## src/rtl/ps2_key_event_decoder.sv

```systemverilog
// PS/2 keyboard front end: synchronises the raw PS/2 lines, validates 11-bit
// frames, folds E0/F0 prefixes into make/break key events, queues them in a
// FWFT FIFO with a valid/ready handshake, and keeps the legacy game-control
// decode (direction / fire / done).
module ps2_key_event_decoder #(
    parameter int FIFO_DEPTH     = 4,
    parameter int SYNC_STAGES    = 2,
    parameter int TIMEOUT_CYCLES = 5000
) (
    input  logic       sys_clk,
    input  logic       rst_n,
    input  logic       ps2_clk,
    input  logic       ps2_data,
    output logic       evt_valid,
    input  logic       evt_ready,
    output logic [7:0] evt_code,
    output logic       evt_ext,
    output logic       evt_break,
    output logic [1:0] direction,
    output logic       fire,
    output logic       done,
    output logic       frame_err,
    output logic       overflow
);
    localparam int AW = $clog2(FIFO_DEPTH);
    localparam int TW = $clog2(TIMEOUT_CYCLES + 1);

    typedef enum logic [1:0] {S_IDLE, S_DATA, S_PARITY, S_STOP} state_t;

    // Synchroniser and edge detect
    logic [SYNC_STAGES-1:0] clk_sync_q, data_sync_q;
    logic                   clk_prev_q, fe_q, bit_q;

    // Frame FSM
    state_t         state_q, state_d;
    logic [2:0]     bit_cnt_q, bit_cnt_d;
    logic [7:0]     shift_q, shift_d;
    logic           parity_q, parity_d;
    logic [TW-1:0]  to_cnt_q, to_cnt_d;
    logic           timeout;
    logic           err_d, byte_valid_d;
    logic           byte_valid_q;
    logic [7:0]     byte_q;

    // Prefix tracker, legacy decode
    logic       ext_q, ext_d, brk_q, brk_d;
    logic       push;
    logic [1:0] dir_d;
    logic       fire_d, done_d;

    // Event FIFO
    logic [9:0]  mem_q [FIFO_DEPTH];
    logic [AW:0] wr_ptr_q, rd_ptr_q;
    logic        empty, full, pop, wr_en, ovf_d;

    // Idle PS/2 lines are high, so the synchronisers reset to 1 to avoid a
    // phantom falling edge straight out of reset. fe_q is a one-cycle pulse
    // with bit_q carrying the data level sampled alongside it.
    always_ff @(posedge sys_clk or negedge rst_n) begin
        if (!rst_n) begin
            clk_sync_q  <= '1;
            data_sync_q <= '1;
            clk_prev_q  <= 1'b1;
            fe_q        <= 1'b0;
            bit_q       <= 1'b1;
        end else begin
            clk_sync_q  <= {clk_sync_q[SYNC_STAGES-2:0], ps2_clk};
            data_sync_q <= {data_sync_q[SYNC_STAGES-2:0], ps2_data};
            clk_prev_q  <= clk_sync_q[SYNC_STAGES-1];
            fe_q        <= clk_prev_q & ~clk_sync_q[SYNC_STAGES-1];
            bit_q       <= data_sync_q[SYNC_STAGES-1];
        end
    end

    // Inter-edge watchdog only matters once a start bit has been accepted.
    assign timeout  = (state_q != S_IDLE) && !fe_q && (to_cnt_q == TW'(TIMEOUT_CYCLES - 1));
    assign to_cnt_d = (fe_q || state_q == S_IDLE) ? '0 : to_cnt_q + TW'(1);

    // Frame FSM next state: shift data LSB first, check parity/stop at the end.
    always_comb begin
        state_d      = state_q;
        bit_cnt_d    = bit_cnt_q;
        shift_d      = shift_q;
        parity_d     = parity_q;
        err_d        = 1'b0;
        byte_valid_d = 1'b0;
        if (timeout) begin
            state_d = S_IDLE;
            err_d   = 1'b1;
        end else if (fe_q) begin
            case (state_q)
                S_IDLE: begin
                    if (!bit_q) begin
                        state_d   = S_DATA;
                        bit_cnt_d = 3'd0;
                    end
                end
                S_DATA: begin
                    shift_d   = {bit_q, shift_q[7:1]};
                    bit_cnt_d = bit_cnt_q + 3'd1;
                    if (bit_cnt_q == 3'd7) state_d = S_PARITY;
                end
                S_PARITY: begin
                    parity_d = bit_q;
                    state_d  = S_STOP;
                end
                S_STOP: begin
                    if (bit_q && (^{shift_q, parity_q})) byte_valid_d = 1'b1;
                    else                                 err_d        = 1'b1;
                    state_d = S_IDLE;
                end
                default: state_d = S_IDLE;
            endcase
        end
    end

    // Frame FSM state and datapath registers; completed byte is staged one cycle.
    always_ff @(posedge sys_clk or negedge rst_n) begin
        if (!rst_n) begin
            state_q      <= S_IDLE;
            bit_cnt_q    <= 3'd0;
            shift_q      <= 8'h00;
            parity_q     <= 1'b0;
            to_cnt_q     <= '0;
            frame_err    <= 1'b0;
            byte_valid_q <= 1'b0;
            byte_q       <= 8'h00;
        end else begin
            state_q      <= state_d;
            bit_cnt_q    <= bit_cnt_d;
            shift_q      <= shift_d;
            parity_q     <= parity_d;
            to_cnt_q     <= to_cnt_d;
            frame_err    <= err_d;
            byte_valid_q <= byte_valid_d;
            byte_q       <= shift_q;
        end
    end

    // Prefix tracking and legacy decode; the decode ignores FIFO back-pressure.
    always_comb begin
        ext_d  = ext_q;
        brk_d  = brk_q;
        push   = 1'b0;
        dir_d  = direction;
        fire_d = 1'b0;
        done_d = 1'b0;
        if (frame_err) begin
            ext_d = 1'b0;
            brk_d = 1'b0;
        end else if (byte_valid_q) begin
            case (byte_q)
                8'hE0: ext_d = 1'b1;
                8'hF0: brk_d = 1'b1;
                8'h00, 8'hAA, 8'hE1, 8'hFA, 8'hFE, 8'hFF: begin
                    ext_d = 1'b0;
                    brk_d = 1'b0;
                end
                default: begin
                    push  = 1'b1;
                    ext_d = 1'b0;
                    brk_d = 1'b0;
                end
            endcase
        end
        if (push && !brk_q) begin
            if (byte_q == 8'h29 || byte_q == 8'h5A) begin
                fire_d = 1'b1;
                done_d = 1'b1;
            end else if (!ext_q) begin
                case (byte_q)
                    8'h1D: begin dir_d = 2'b00; done_d = 1'b1; end
                    8'h1B: begin dir_d = 2'b01; done_d = 1'b1; end
                    8'h1C: begin dir_d = 2'b10; done_d = 1'b1; end
                    8'h23: begin dir_d = 2'b11; done_d = 1'b1; end
                    default: ;
                endcase
            end else begin
                case (byte_q)
                    8'h75: begin dir_d = 2'b00; done_d = 1'b1; end
                    8'h72: begin dir_d = 2'b01; done_d = 1'b1; end
                    8'h6B: begin dir_d = 2'b10; done_d = 1'b1; end
                    8'h74: begin dir_d = 2'b11; done_d = 1'b1; end
                    default: ;
                endcase
            end
        end
    end

    // FIFO status: extra pointer bit separates full from empty.
    assign empty = (wr_ptr_q == rd_ptr_q);
    assign full  = (wr_ptr_q[AW] != rd_ptr_q[AW]) && (wr_ptr_q[AW-1:0] == rd_ptr_q[AW-1:0]);
    assign pop   = !empty && evt_ready;
    assign wr_en = push && (!full || pop);
    assign ovf_d = push && full && !pop;

    assign evt_valid = !empty;
    assign {evt_code, evt_ext, evt_break} = mem_q[rd_ptr_q[AW-1:0]];

    // Prefix flags, legacy outputs, FIFO storage and pointers.
    always_ff @(posedge sys_clk or negedge rst_n) begin
        if (!rst_n) begin
            ext_q     <= 1'b0;
            brk_q     <= 1'b0;
            direction <= 2'b11;
            fire      <= 1'b0;
            done      <= 1'b0;
            overflow  <= 1'b0;
            wr_ptr_q  <= '0;
            rd_ptr_q  <= '0;
            for (int i = 0; i < FIFO_DEPTH; i++) mem_q[i] <= 10'h000;
        end else begin
            ext_q     <= ext_d;
            brk_q     <= brk_d;
            direction <= dir_d;
            fire      <= fire_d;
            done      <= done_d;
            overflow  <= ovf_d;
            if (wr_en) begin
                mem_q[wr_ptr_q[AW-1:0]] <= {byte_q, ext_q, brk_q};
                wr_ptr_q <= wr_ptr_q + {{AW{1'b0}}, 1'b1};
            end
            if (pop) rd_ptr_q <= rd_ptr_q + {{AW{1'b0}}, 1'b1};
        end
    end

endmodule

```

## config.mk

```make
export PLATFORM = sky130hd
export DESIGN_NAME = ps2_key_event_decoder
export DESIGN_NICKNAME = d
export VERILOG_FILES = /design/src/rtl/ps2_key_event_decoder.sv
export SDC_FILE = /design/constraint.sdc
export NUM_CORES = 1
export LEC_CHECK = 0
export CAP_MARGIN = 20
export CORE_MARGIN = 1
export CORE_UTILIZATION = 59
export DETAILED_ROUTE_END_ITERATION = 6
export GPL_TIMING_DRIVEN = 0
export PLACE_DENSITY = 0.78
export SYNTH_ARGS = -nofsm -noshare
export SYNTH_HDL_FRONTEND = slang
export SYNTH_SLANG_ARGS = --single-unit
```

## constraint.sdc

```tcl
create_clock -name sys_clk -period 4.5 [get_ports sys_clk]
set_input_delay 0.675 -clock sys_clk [delete_from_list [all_inputs] [get_ports sys_clk]]
set_output_delay 0.675 -clock sys_clk [all_outputs]
set_load 0.02 [all_outputs]
```

==> After elaboration in Yosys (flattened, before gate mapping) <==
Index checks and enable logic that the tools add are counted.
{ "totals": {"reg_bits": 97, "input_bits": 5, "out_inout_bits": 17, "elab_cells": 146} }
{ "op_classes": {"add_sub_neg": 4, "n_lt_le_gt_ge": 3, "eq_ne": 31, "n_mux": 41, "bitwise": 6, "n_reduce_logical": 36} }
{ "ops": {"columns": ["cell", "count"], "rows": [
  ["$eq 8x8->1 const B", 7],
  ["$bwmux 40", 1],
  ["$eq 8x7->1 const B", 5],
  ["$mux 10", 3],
  ["$eq 8x5->1 const B", 3],
  ["$pmux 2 s4", 3],
  ["$mux 1", 22],
  ["$bmux 10 s2", 1],
  ["$demux 10 s2", 1],
  ["$eq 8x6->1 const B", 2],
  ["$add 13x1->13 const B", 1],
  ["$eq 13x13->1 const B", 1],
  ["$mux 13", 1],
  ["$logic_and 1x1->1", 10],
  ["$mux 2", 5],
  ["$add 3x1->3 const B", 3],
  ["$reduce_and 3->1", 3],
  ["$reduce_xor 9->1", 1],
  ["$logic_not 8->1", 1],
  ["$reduce_and 4->1", 2],
  ["$reduce_bool 2->1", 4],
  ["$reduce_or 4->1", 2],
  ["$reduce_or 8->1", 1],
  ["$ge 3x3->1 const B", 2],
  ["other kinds (21)", 36]
]} }

==> Longest topological paths before layout <==
Gate-level depths: netlist (run 1).
{ "depth": {"depth_word": 7, "ltp_mapped": 7, "mapped_depth_nobuf": 7} }

==> Least setup slack after synthesis (run 1) <==
OpenSTA, ideal clock, no wires.
{ "synth_path": {"kind": "register -> output", "start": "reg rd_ptr_q[0]", "end": "out evt_break", "t_arrival_ps": 1305, "t_required_ps": 3825, "setup_slack_ps": 2520, "stages_incl_launch_ff": 3, "n_path_buf": 1, "cell_sequence": "dfrtp_1 buf_2 mux4_2"} }
{ "synth_via": {"elab_chain_cells": 4} }
{ "synth_rtl": {"columns": ["element", "line_no", "rtl"], "rows": [
  ["start, declared", "53", "logic [AW:0] wr_ptr_q, rd_ptr_q;"],
  ["start signal, assigned", "223", "if (pop) rd_ptr_q <= rd_ptr_q + {{AW{1'b0}}, 1'b1};"],
  ["$not 2->3 (implied by the code)", "198", "assign {evt_code, evt_ext, evt_break} = mem_q[rd_ptr_q[AW-1:0]];"],
  ["$bmux 10 s2", "198", null],
  ["$mux 10 (implied by the code) (2 in a row)", "198", null],
  ["end, declared", "18", "output logic evt_break,"]
]} }
No other way between the ends. The select of a mux whose other input is x is not followed.

==> Worst setup path in the final report (run 1) <==
{ "layout_path": {"start": "reg rd_ptr_q[0]", "end": "out evt_code[0]"} }
{ "layout_via": {"elab_chain_cells": 4} }
{ "layout_rtl": {"columns": ["element", "line_no", "rtl"], "rows": [
  ["$not 2->3 (implied by the code)", "198", null],
  ["$bmux 10 s2", "198", null],
  ["$mux 10 (implied by the code) (2 in a row)", "198", null],
  ["end, declared", "16", "output logic [7:0] evt_code,"]
]} }
No other way between the ends. The select of a mux whose other input is x is not followed.

==> results of run 1 <==
through the flow:
step                      hold slack, ps  util (%)  TNS [ps]
final                                310      69.4         0
after global routing                 343      69.4         0
after CTS                            317      69.4         0
after detailed placement             348      66.6         0
after global placement               346      66.3    -56370
after floorplan                      345         -         0
kinds of logic after synthesis:
group,count (synthesis),share of synthesized area (%)
AND/OR/NAND/NOR,95,12.5
adder cells (fa/ha/maj),12,3.32
flip-flops,97,53.9
buffers and inverters,25,2.41
XOR/XNOR,23,4.76
AO/OA/AOI/OAI,32,5.01
multiplexers,63,18.1
cell usage in the layout (no fill, tap or decap), types with 7 or more instances in the layout:
cell type	count
ha_1	12
inv_1	9
nor2_1	19
a21oi_1	7
o21ai_0	8
nand3_1	7
clkbuf_1	9
nand2_1	22
mux4_2	10
xnor2_1	13
dfrtp_1	89
mux2_2	49
clkbuf_8	11
dfstp_2	8
clkdlybuf4s50_1	20
xor2_1	9
per-layer routing:
metal | GRT usage [%] | up-vias | share of wire [%]
met3 | 3.84 | 7 | 2.5
met4 | 8.95 | 0 | 1.2
met5 | 0 | - | 0
met2 | 34.7 | 39 | 48
li1 | - | 1309 | -
met1 | 30.1 | 1393 | 48
critical path, delay by kind of cell (launching register included):
family / cells / cell delay [ps]
buffers and inverters: 2 / 920
DFF: 1 / 440
muxes: 1 / 570
flip-flops by register name (all words and copies together), names as in the netlist, 2 cells and up:
| signal | cells |
|---|---|
| byte_q | 8 |
| rd_ptr_q | 3 |
| bit_cnt_q | 3 |
| shift_q | 8 |
| wr_ptr_q | 3 |
| state_q | 2 |
| direction | 2 |
| mem_q | 40 |
| to_cnt_q | 13 |
| data_sync_q | 2 |
| clk_sync_q | 2 |
area by class of cell:
type | count | area (sq um) | share of cell area [%]
Buffer | 16 | 75.1 | 1.47
Clock inverter | 4 | 51.3 | 1.01
Sequential cell | 97 | 2440 | 47.9
Timing Repair Buffer | 22 | 235 | 4.62
Inverter | 9 | 33.8 | 0.664
Clock buffer | 12 | 155 | 3.05
Tap cell | 99 | 124 | 2.43
Multi-Input combinational cell | 225 | 1980 | 38.9
path summary, 6_finish.rpt:
path	to	start	cells after the start	slack, ps
worst max-delay path	evt_code[0]	rd_ptr_q[0]$_DFFE_PN0P_	3	1540
worst min-delay path	to_cnt_q[0]$_DFF_PN0_	rst_n	1	310
worst max register to register	state_q[1]$_DFFE_PN0P_	state_q[0]$_DFFE_PN0P_	7	2070
worst min register to register	bit_q$_DFF_PN1_	data_sync_q[1]$_DFF_PN1_	0	360
max in group asynchronous	direction[0]$_DFFE_PN1P_	rst_n	2	3510
min in group sys_clk	bit_q$_DFF_PN1_	data_sync_q[1]$_DFF_PN1_	0	360
power breakdown:
part	leakage, nW	internal (mW)	total [mW]	switching [mW]
registers	1.29	1.02	1.16	0.146
clock network	0.103	0.288	0.570	0.282
logic	0.866	0.375	0.789	0.414
==> results.sh, run 1 <==
export IMPL_vias=2748
export IMPL_drv_cap=0
export IMPL_syn_avg_cell_area_sq_um=13.0
export IMPL_holdBufCountCts=0
export IMPL_nFillCells=515
export IMPL_drv_slew=0
export IMPL_totalWireLength_um=7750
export IMPL_path_clk_slew_ps=90
export IMPL_drt_iter0_drc=197
export IMPL_yosys_cell_count_top_type="dfrtp_1"
export IMPL_status="complete, no violations"
export IMPL_synthCells=347
export IMPL_synth_area_top_cells="dfrtp_1 (49%), mux2_2 (12%), mux4_2 (5.0%)"
export IMPL_cellPowerDensity_nw_per_um2=495
export IMPL_synthArstFlopShare_pct=100
export IMPL_core_area_sq_um=7330
export IMPL_fin_crit_sh_pct=65.8
export IMPL_worstPathCellList="buf_2 > mux4_2 > clkdlybuf4s50_1"
export IMPL_critPathRequiredTime_ps=3830
export IMPL_synth_edff_count=0
export IMPL_track_usage_pct=21.9
export IMPL_finalHoldViolations=0
export IMPL_num_antenna_cells=0
export IMPL_final_layout_size_suffix_gt1_share_pct=26.5
export IMPL_cp_max_fo=10
export IMPL_dp_hpwl_um=5500
export IMPL_fmax_ghz=0.338
export IMPL_place_area_sq_um=4880
export IMPL_yosys_area_top_type="dfrtp_1"
export IMPL_skew_ps=7.51
export IMPL_grt_ovfl_total=0
export IMPL_startpoint_type="flop"
export IMPL_yosys_area_top_type_share_pct=49.2
export IMPL_die_w_um=89.6
export IMPL_antenna_found_initial=0
export IMPL_grt_max_degree=54
export IMPL_finalPower_mw=2.52
export IMPL_port_buffers=21
export IMPL_core_rowCount=31
export IMPL_grt_pass1_wl_um=13100
export IMPL_ys_seq_area_share_pct=53.9
export IMPL_crit_slowest_cell="mux4_2"
export IMPL_post_cts_setup_buffer_count=0
export IMPL_htreeDepth=3
export IMPL_clk_insertion_delay_late_ps=350
export IMPL_final_cell_count_no_fill=484
export IMPL_cts_tree="yes"
export IMPL_synthDistinctLibCells=51
export IMPL_synthesis_area_sq_um=4520
export IMPL_cts_made_buffers=9
export IMPL_synth_warnings=0
export IMPL_dpl_cell_count=468
export IMPL_die_h_um=89.6
export IMPL_rsz0062_at_grt="no"
export IMPL_dp_slack_ps=1880
export IMPL_syn2layout_area_growth_pct=12.5
export IMPL_ioPinCount=22
export IMPL_hold_class="in2async"
export IMPL_synthFlopType="dfrtp_1"
export IMPL_critical_path_max_stage_delay_ps=570
export IMPL_setup_viol=0
export IMPL_power_leakage_nw=2.26
export IMPL_initial_core_util_pct=61.7
export IMPL_tightestPinTransition_ps=687
export IMPL_ys_ff_latch=97
export IMPL_gp_congestion=0.837
export IMPL_via_per_inst=5.68
export IMPL_drc_errors=0
export IMPL_wl_per_cell_um=16.0
export IMPL_path_class="reg2out"
export IMPL_fin_ws_ps=1540
export IMPL_layout_nets=397
export IMPL_worstSetupEndpointType="primary output"
export IMPL_worstPathArrival_ps=2290
export IMPL_cts_sinks=97
export IMPL_grt_pass1_vias=2728
export IMPL_period_needed_ps=2960
export IMPL_cts_root_buffer="clkbuf_8"
export IMPL_ctsResizeCount=0
export IMPL_fin_area_sq_um=5090
export IMPL_relSlewSlack_pct=53.8
export IMPL_synth_cells_most_frequent="dfrtp_1 (89), mux2_2 (49), nand2_1 (22), nor2_1 (19), xnor2_1 (13)"
export IMPL_cts_buffer_depth=2
export IMPL_irDropWorstVdd_uv=359
export IMPL_ant_nets=0
export IMPL_dr_pass1_iters=4
export IMPL_dieArea_sq_um=8020
export IMPL_syn_num_nets=364
Power figures use the tool's default switching activity.
==> inputs of run 2 (changes only) <==
- clock period: 4.5 -> 2.9 ns (I/O delays scaled with it)
==> results of run 2 <==
Same layout as run 1 (identical final DEF). Status: complete, no violations.
Among the figures that moved: setup slack after placement 1880 ps -> 516 ps; setup slack after layout 1540 ps -> 178 ps; hold slack 310 ps -> 70.4 ps; register-to-register setup slack 2070 ps -> 470 ps; total power 2.52 mW -> 3.91 mW; worst IR drop on VDD 359 uV -> 556 uV
==> inputs of run 3 (changes only) <==
- RECOVER_POWER: not set -> 100
==> run 3 against run 2 <==
Compared with the run above: the run now ends with max-capacitance violations, max-slew violations left; die area is the same; total power shrank 0.14%; sequential share of layout area rose by 0.071 points; hold slack improved by 290 ps; critical path depth rose by 2; cell count unchanged; maximum frequency fell by 0.16%; largest cell class unchanged; largest power group unchanged.
==> results.sh, run 3 (synthesis gave the netlist of run 1 again) <==
export IMPL_clock_power_share_pct=22.7
export IMPL_holdBufCountCts=0
export IMPL_worstHoldStart="data_sync_q[1]$_DFF_PN1_"
export IMPL_period_needed_ps=2730
export IMPL_antenna_found_initial=0
export IMPL_setup_viol=0
export IMPL_critPathRequiredTime_ps=3140
export IMPL_violations="max-capacitance violations, max-slew violations"
export IMPL_grt_ovfl_total=0
export IMPL_final_cell_mix="dfrtp_1 (89), mux2_2 (49), nand2_1 (22)"
export IMPL_holdWs_ps=360
export IMPL_ioPinCount=22
export IMPL_vias=2753
export IMPL_syn2layout_area_growth_pct=12.3
export IMPL_drc_errors=0
export IMPL_seq_power_share_pct=46.2
export IMPL_dieArea_sq_um=8020
export IMPL_port_buffers=21
export IMPL_initial_core_util_pct=61.7
export IMPL_grt_pass1_wl_um=13100
export IMPL_num_antenna_cells=0
export IMPL_multiInputGateArea_sq_um=1970
export IMPL_cts_made_buffers=9
export IMPL_ctsResizeCount=0
export IMPL_post_cts_setup_buffer_count=0
export IMPL_hold_path_depth=0
export IMPL_timing_reg2reg_setup_slack_ps=170
export IMPL_p_int_mw=2.60
export IMPL_clk_insertion_delay_late_ps=350
export IMPL_cts_root_buffer="clkbuf_8"
export IMPL_path_clk_slew_ps=90
export IMPL_gp_congestion=0.837
export IMPL_r2r_start="byte_q[1]$_DFF_PN0_"
export IMPL_reg2reg_to="mem_q[37]$_DFFE_PN0P_"
export IMPL_place_area_sq_um=4880
export IMPL_startpoint_type="flop"
export IMPL_cellPowerDensity_nw_per_um2=769
export IMPL_totalWireLength_um=7750
export IMPL_seqCellArea_sq_um=2440
export IMPL_htreeDepth=3
export IMPL_drt_iter0_drc=202
export IMPL_grt_max_degree=54
export IMPL_wl_per_cell_um=16.0
export IMPL_skew_ps=8.15
export IMPL_mostFrequentLayoutCell="dfrtp_1"
export IMPL_fin_crit_sh_pct=94.0
export IMPL_tightestPinTransition_ps=2410
export IMPL_rsz0062_at_grt="no"
export IMPL_core_area_sq_um=7330
export IMPL_finalHoldViolations=0
export IMPL_worstSetupEndpointType="flop"
export IMPL_dr_pass1_iters=4
export IMPL_dp_hpwl_um=5500
export IMPL_relSlewSlack_pct=-60.5
export IMPL_grt_pass1_vias=2728
export IMPL_die_w_um=89.6
export IMPL_hold_class="reg2reg"
export IMPL_top_regs="mem_q (40), to_cnt_q (13)"
export IMPL_final_layout_size_suffix_gt1_share_pct=26.0
export IMPL_path_class="reg2reg"
export IMPL_fin_area_sq_um=5080
export IMPL_status="complete, but fails checks"
export IMPL_fmax_ghz=0.367
export IMPL_via_per_inst=5.69
export IMPL_ant_nets=0
export IMPL_largest_reg_flops=40
export IMPL_core_rowCount=31
export IMPL_irDropWorstVdd_uv=556
export IMPL_whs_endpoint="bit_q$_DFF_PN1_"
export IMPL_layout_nets=397
export IMPL_p_sw_mw=1.31
export IMPL_track_usage_pct=21.9
export IMPL_cts_tree="yes"
export IMPL_p_sw_share_pct=33.5
export IMPL_drv_cap=2
export IMPL_pwr_share_comb_pct=31.2
export IMPL_cts_buffer_depth=2
export IMPL_cp_max_fo=10
export IMPL_max_flop_register="mem_q"
export IMPL_power_leakage_nw=2.28
export IMPL_nFillCells=516
export IMPL_die_h_um=89.6
export IMPL_worstPathArrival_ps=2960
export IMPL_drv_slew=45
export IMPL_cts_sinks=97
export IMPL_reg2regPathDepth=5
export IMPL_finalPower_mw=3.91
## run 3: cell types whose count changed in the layout (fill, tap and decap cells not counted)
cell / delta
clkdlybuf4s50_1: -10
dlygate4sd3_1: +10
buf_4: -1
clkbuf_1: +1
o21ai_0: +1
o21ai_2: -1
## run 3: metrics by stage
| stage | TNS [ps] | worst slack [ps] | utilization [%] | instances |
|---|---|---|---|---|
| final | 0 | 174 | 69.3 | 484 |
| after floorplan | 0 | 961 | - | 347 |
| after detailed placement | 0 | 516 | 66.6 | 468 |
| after global placement | -184520 | -2000 | 66.3 | 467 |
| after global routing | 0 | 48.0 | 69.3 | 484 |
| after CTS | 0 | 122 | 69.4 | 484 |
## run 3: power by group through the flow
| stage | Clock [mW] | Sequential, mW | Combinational (mW) |
|---|---|---|---|
| 2_1_floorplan | 0 | 1.76 | 0.963 |
| 6_report | 0.886 | 1.80 | 1.22 |
| 3_3_place_gp | 0 | 1.81 | 1.20 |
| 5_1_grt | 0.965 | 1.84 | 1.35 |
| 3_5_place_dp | 0 | 1.83 | 1.23 |
| 4_1_cts | 0.922 | 1.80 | 1.24 |
## run 3: worst max path at each step
| stage | start | endpoint | cells past startpoint |
|---|---|---|---|
| final | byte_q[1]$_DFF_PN0_ | mem_q[37]$_DFFE_PN0P_ | 5 |
| after global routing | rd_ptr_q[0]$_DFFE_PN0P_ | evt_code[4] | 3 |
| after CTS | rd_ptr_q[0]$_DFFE_PN0P_ | evt_code[0] | 3 |
| after global placement | rst_n | mem_q[18]$_DFFE_PN0P_ | 1 |
| after floorplan | state_q[0]$_DFFE_PN0P_ | state_q[1]$_DFFE_PN0P_ | 7 |
| after detailed placement | state_q[0]$_DFFE_PN0P_ | state_q[1]$_DFFE_PN0P_ | 7 |
## run 3: worst max-delay path, cell delays in order, from the launching register on
cell     delay, ps
dfrtp_1        420
buf_2          240
nand4_1        100
o21ai_0       1150
nor3_4         280
mux2_1         410
## run 3: layout make-up
cell class,instances,share of cell area [%]
clock inverter,4,1.01
clock buffer,12,3.05
inverter,9,0.665
timing repair buffer,22,4.55
tap,99,2.44
buffer,16,1.48
sequential,97,48.0
multi-input combinational,225,38.8
## run 3: layer usage
layer	part of all wire [%]	global-route usage [%]	vias to the layer above	routed length, um
met5	0	0	-	0
li1	-	-	1308	-
met1	48	30.1	1388	3730
met3	2.6	3.84	10	204
met4	1.5	8.95	0	116
met2	48	34.7	47	3700
